--- src/rtl/bin2bcd_seq.sv ---
`default_nettype none
// ============================================================================
//  Module      : bin2bcd_seq
//  Description : Sequential 14-bit binary to 4-digit BCD converter using a
//                shift-and-add-3 (double-dabble) engine, one bit per clock.
//                Drives the quad seven-segment display driver with registered
//                digits that only change when a conversion completes.
//  Revision    : 1.0 - initial release
// ============================================================================
module bin2bcd_seq #(
    parameter int W       = 14,
    parameter int MAX_VAL = 9999
) (
    input  logic         clk,
    input  logic         rst,
    input  logic         start,
    input  logic [W-1:0] bin,
    output logic         busy,
    output logic         done,
    output logic         overflow,
    output logic [3:0]   dig_3,
    output logic [3:0]   dig_2,
    output logic [3:0]   dig_1,
    output logic [3:0]   dig_0,
    output logic         dot_3,
    output logic         dot_2,
    output logic         dot_1,
    output logic         dot_0
);

    localparam logic [W-1:0] c_max_val = W'(MAX_VAL);
    localparam logic [3:0]   c_last    = 4'(W - 1);
    localparam logic [3:0]   c_nine    = 4'd9;

    typedef enum logic [1:0] {
        S_IDLE = 2'd0,
        S_CONV = 2'd1,
        S_LOAD = 2'd2
    } state_t;

    state_t         r_state;
    logic [W-1:0]   r_bin;
    logic [15:0]    r_bcd;
    logic [3:0]     r_cnt;
    logic           r_ovf_pend;
    logic [15:0]    w_bcd_adj;

    // Add-3 correction: any nibble of 5 or more would exceed 9 after doubling
    for (genvar i = 0; i < 4; i++) begin : g_adj
        assign w_bcd_adj[4*i +: 4] = (r_bcd[4*i +: 4] >= 4'd5) ?
                                     (r_bcd[4*i +: 4] + 4'd3) : r_bcd[4*i +: 4];
    end

    // Control FSM, shift engine and registered display outputs
    always_ff @(posedge clk or posedge rst) begin
        if (rst) begin
            r_state    <= S_IDLE;
            r_bin      <= '0;
            r_bcd      <= '0;
            r_cnt      <= '0;
            r_ovf_pend <= 1'b0;
            busy       <= 1'b0;
            done       <= 1'b0;
            overflow   <= 1'b0;
            dig_3      <= '0;
            dig_2      <= '0;
            dig_1      <= '0;
            dig_0      <= '0;
            dot_3      <= 1'b0;
            dot_2      <= 1'b0;
            dot_1      <= 1'b0;
            dot_0      <= 1'b0;
        end else begin
            done <= 1'b0;
            case (r_state)
                S_IDLE: begin
                    if (start) begin
                        r_bin      <= bin;
                        r_bcd      <= '0;
                        r_cnt      <= '0;
                        r_ovf_pend <= (bin > c_max_val);
                        busy       <= 1'b1;
                        r_state    <= S_CONV;
                    end
                end
                S_CONV: begin
                    // Corrected scratch and remaining binary bits shift as one word
                    {r_bcd, r_bin} <= {w_bcd_adj, r_bin} << 1;
                    r_cnt          <= r_cnt + 4'd1;
                    if (r_cnt == c_last) begin
                        r_state <= S_LOAD;
                    end
                end
                S_LOAD: begin
                    // Out-of-range values saturate the display at 9999
                    if (r_ovf_pend) begin
                        dig_3 <= c_nine;
                        dig_2 <= c_nine;
                        dig_1 <= c_nine;
                        dig_0 <= c_nine;
                    end else begin
                        dig_3 <= r_bcd[15:12];
                        dig_2 <= r_bcd[11:8];
                        dig_1 <= r_bcd[7:4];
                        dig_0 <= r_bcd[3:0];
                    end
                    overflow <= r_ovf_pend;
                    dot_3    <= r_ovf_pend;
                    dot_2    <= r_ovf_pend;
                    dot_1    <= r_ovf_pend;
                    dot_0    <= r_ovf_pend;
                    done     <= 1'b1;
                    busy     <= 1'b0;
                    r_state  <= S_IDLE;
                end
                default: begin
                    r_state <= S_IDLE;
                end
            endcase
        end
    end

endmodule
`default_nettype wire
--- config.mk ---
export PLATFORM = sky130hd
export DESIGN_NAME = bin2bcd_seq
export DESIGN_NICKNAME = d
export VERILOG_FILES = /design/src/rtl/bin2bcd_seq.sv
export SDC_FILE = /design/constraint.sdc
export NUM_CORES = 1
export LEC_CHECK = 0
export ABC_AREA = 0
export CORE_MARGIN = 2
export CORE_UTILIZATION = 25
export CTS_BUF_LIST = sky130_fd_sc_hd__clkbuf_16
export DETAILED_ROUTE_END_ITERATION = 6
export PLACE_DENSITY_LB_ADDON = 0.25
export SYNTH_ARGS = -nofsm -noshare
export SYNTH_HDL_FRONTEND = slang
export SYNTH_SLANG_ARGS = --single-unit
--- constraint.sdc ---
create_clock -name clk -period 4.2 [get_ports clk]
set_input_delay 1.05 -clock clk [delete_from_list [all_inputs] [get_ports clk]]
set_output_delay 1.05 -clock clk [all_outputs]
set_load 0.005 [all_outputs]
# Word level (Yosys, flattened, before mapping)
# Cells that the tools add are included.
# W data, S select, Z words.
# classes
add_sub_neg	5
n_lt_le_gt_ge	5
n_eq_ne	5
mux	20
reduce_logical	7
# ops
cell	count
$mux W4	8
$pmux W16 S2	1
$pmux W14 S2	1
$ge A4 B3 Y1 const B	4
$mux W16	1
$gt A14 B14 Y1 const B	1
$mux W14	1
$add A4 B2 Y4 const B	3
$pmux W4 S2	1
$reduce_and A2 Y1	4
$add A4 B1 Y4 const B	1
$eq A4 B4 Y1 const B	1
$mux W2	2
$ne A2 B2 Y1 const B	2
$pmux W2 S2	1
$reduce_bool A2 Y1	2
$add A3 B2 Y3 const B	1
$mux W3	1
$eq A2 B1 Y1 const B	1
$eq A2 B2 Y1 const B	1
$logic_not A2 Y1	1
$mux W1	2
$pmux W1 S2	1
# word_totals
regBits	56
inputBits	17
out_inout_bits	23
wordCells	54

# Longest topological paths before layout
# depth
word_depth	3
depth_mapped	6

# Worst setup path after synthesis
# OpenSTA, ideal clock, no wires.
# synth_timing
kind	input port to flip-flop
startpoint	input start
endpoint	register r_bin[13]
setup_time_ns	0.126
t_arrival_ns	1.744
required_ns	4.074
slack_ns	2.330
path_stages	5
path_buffers	2
path_cell_list	nor3b_2 > buf_6 > buf_12 > mux2i_1 > a21oi_1
# synth_between
elab_chain_len	2
# synth_lines
element	line	text
start: declaration	16	input logic start,
$ne A2 B2 Y1 (no source line)	-	
$reduce_and A2 Y1 (no source line)	-	
end signal: assignment	78	r_bin <= bin;
end signal: assignment	88	{r_bcd, r_bin} <= {w_bcd_adj, r_bin} << 1;
end: declaration	42	logic [W-1:0] r_bin;
# Every way passes these cells.
# A chain may end at the register's enable or synchronous reset.

==> impl_metrics.py <==
metrics = {
    "outcome": {
        "status": "finished, final reports clean",
    },
    "drt": {
        "wl_per_cell_um": 12.2,
        "routed_wl_mm": 5.37,
        "vias": 1932,
        "vias_per_cell": 4.38,
        "drt_iter0_drc": 81,
        "drc": 0,
        "ant_nets": 0,
        "first_pass_iters": 4,
    },
    "sta": {
        "fin_setup_tns_ns": 0,
        "fmax_mhz": 439,
        "relSlewSlack_pct": 35.1,
        "worstMarginPinSlew_ns": 0.971,
        "final_hold_viol_count": 0,
        "report.final.slew_viol_count": 0,
        "skew_ns": 0.00687,
        "rsz0062_at_grt": "no",
        "finalCritPeriodShare_pct": 54.2,
        "fin_crit_ns": 2.28,
        "setup_viol": 0,
    },
    "synth": {
        "yosys.area_share.simple_pct": 13.8,
        "synth_fa_ha_area_share_pct": 4.72,
        "avgSynthCellArea_um2": 9.77,
        "synth_top_family_by_area": "compound AO/OA/AOI/OAI gates",
        "synthArstFlopShare_pct": 100,
        "synth_top_cell_area_share_pct": 52.9,
        "synth_ff_type": "dfrtp_1",
        "synth_xor_area_share_pct": 1.65,
        "synthTopCellsByArea": "dfrtp_1 (53%), mux2i_1 (6.4%), o21ai_0 (6.0%)",
        "synthesis.nets": 298,
        "yosysTopAreaCell": "dfrtp_1",
        "synth_compound_area_share_pct": 14.3,
        "yosysSeqAreaShare_pct": 52.9,
        "yosys_warnings": 0,
        "synthMuxAreaShare_pct": 6.42,
        "synth.distinct_cells": 28,
        "synthCells": 271,
        "synthTopCellsByCount": "dfrtp_1 (56), nand2_1 (37), o21ai_0 (32)",
        "synth_most_common_cell": "dfrtp_1",
        "synth_edf_count": 0,
        "netlist_area_mm2": 0.00265,
        "synth-seq-cells": 56,
    },
    "power_and_ir_drop": {
        "irDropWorstVdd_mv": 0.226,
        "p_sw_uw": 859,
        "p_per_area_mw_per_mm2": 704,
        "p_int_mw": 1.45,
        "p_leak_nw": 1.41,
        "p_seq_share_pct": 40.9,
        "clock_power_share_pct": 18.0,
        "swShare_pct": 37.2,
        "comb_power_share_pct": 41.1,
    },
    "die": {
        "core_mm2": 0.0103,
        "num_rows": 37,
        "die_w_um": 107,
        "die_h_um": 107,
        "pin_count": 40,
        "start_util_pct": 25.7,
        "die_area_mm2": 0.0114,
    },
    "cts": {
        "cts_sinks": 56,
        "cts_resized": 0,
        "cts_tree": "done",
        "cts.path.max_buffers": 2,
        "cts_buffers": 5,
        "clkSlewWorstSetupHoldPaths_ns": 0.07,
        "clk_latency_ns": 0.29,
        "ctsHoldBuffers": 0,
        "root_buffer": "clkbuf_16",
        "cts_setup_buffers": 0,
        "htree_levels": 2,
    },
    "setup_path": {
        "worstPathCellList": "clkdlybuf4s50_1",
        "slowest_stage": "clkdlybuf4s50_1",
        "max_stage_delay_ns": 0.53,
        "cp.arrival_ns": 1.23,
        "crit_family": "buffers and inverters",
        "cp-start-kind": "flop",
        "critPathKind": "reg2out",
        "required_ns": 3.15,
        "path_buf_inv": 1,
        "cp-end-kind": "primary output",
        "crit_fanout": 6,
    },
    "grt": {
        "grt_max_degree": 44,
        "grt_pass1_wl_mm": 9.40,
        "first_global_vias": 1851,
        "antenna_found_initial": 0,
        "grt_overflow": 0,
        "grtUsageTotal_pct": 10.3,
    },
    "cells_and_area": {
        "synthToLayoutAreaGrowth_pct": 23.8,
        "finalNonFillerCells": 441,
        "nNetsFinal": 331,
        "drive_gt1_share_pct": 4.92,
        "antenna_cells": 0,
    },
    "job": {
        "max_cap_viol_count": 0,
    },
    "place": {
        "portBuffers": 39,
        "placedCellCount": 433,
        "place_congestion": 0.707,
        "hpwl_mm": 3.70,
    },
    "worst_hold_path": {
        "holdCritPathClass": "reg2reg",
    },
}
state kept, by name (all words and copies together) (netlist names):
register    cells
r_bin          14
dig_3           4
dig_1           4
r_state         2
busy            1
done            1
r_ovf_pend      1
r_bcd          16
r_cnt           4
dig_0           4
dig_2           4
dot_0           1
path summary, 6_finish.rpt:
check	start	cells after the start	end	slack [ns]
max	dot_0	1	dot_2	1.92
min	dig_1[3]	2	dig_1[3]	0.48
max reg2reg	r_state[0]	4	r_cnt[3]	2.57
min reg2reg	dig_1[3]	2	dig_1[3]	0.48
max in group asynchronous	rst	3	r_bcd[14]	2.31
min in group asynchronous	rst	2	done	1.22
stage by stage:
step	total power, mW	hold slack [ns]	utilization [%]	worst slack, ns	area [um^2]
2_1_floorplan	1.62	0.448	-	1.78	2650
3_3_place_gp	1.89	0.462	30.3	1.69	3130
3_5_place_dp	1.92	0.469	30.3	1.70	3130
4_1_cts	2.35	0.487	31.8	1.90	3280
5_1_grt	2.54	0.506	31.8	1.72	3280
6_report	2.31	0.476	31.8	1.92	3280
per-layer routing:
| metal | vias up | part of all wire (%) | track usage (%) |
|---|---|---|---|
| li1 | 978 | - | - |
| met1 | 903 | 51 | 14.3 |
| met2 | 43 | 43 | 15.4 |
| met3 | 8 | 4.7 | 2.49 |
| met4 | 0 | 1.8 | 3.71 |
| met5 | - | 0 | 0 |
power groups by stage:
stage / logic (mW) / clock network (mW) / registers, mW
5_1_grt: 1.10 / 0.463 / 0.980
6_report: 0.949 / 0.416 / 0.943
2_1_floorplan: 0.716 / 0 / 0.906
3_5_place_dp: 0.960 / 0 / 0.958
3_3_place_gp: 0.939 / 0 / 0.956
4_1_cts: 0.963 / 0.439 / 0.947
cell type report:
cell class	instances	area (um^2)
fill	1065	7040
sequential	56	1400
multi-input combinational	184	1080
timing repair buffer	44	428
tap	136	170
clock buffer	5	125
inverter	13	48.8
clock inverter	3	23.8
kinds of logic (layout without fill, tap and decap cells):
kind of cell / Yosys count / after routing
compound gates: 67 / 67
buf+inv: 31 / 65
mux: 17 / 17
simple gates: 85 / 85
flops: 56 / 56
fa+ha+maj: 10 / 10
xor+xnor: 5 / 5
placed cells by master, fill, tap and decap left out, drive strengths merged:
cell / n
a31oi: 1
clkbuf: 5
ha: 10
nand3: 6
dfrtp: 56
nor3b: 3
xnor2: 4
o21bai: 1
a21oi: 20
o31ai: 6
nand2b: 5
nor4: 1
clkinv: 1
clkinvlp: 2
nand4: 1
a22o: 5
clkdlybuf4s50: 39
xor2: 1
nor3: 4
nor2: 28
o311ai: 1
nand2: 37
o22ai: 1
inv: 13
buf: 5
o21ai: 32
mux2i: 17
(Power assumes the default switching activity.)
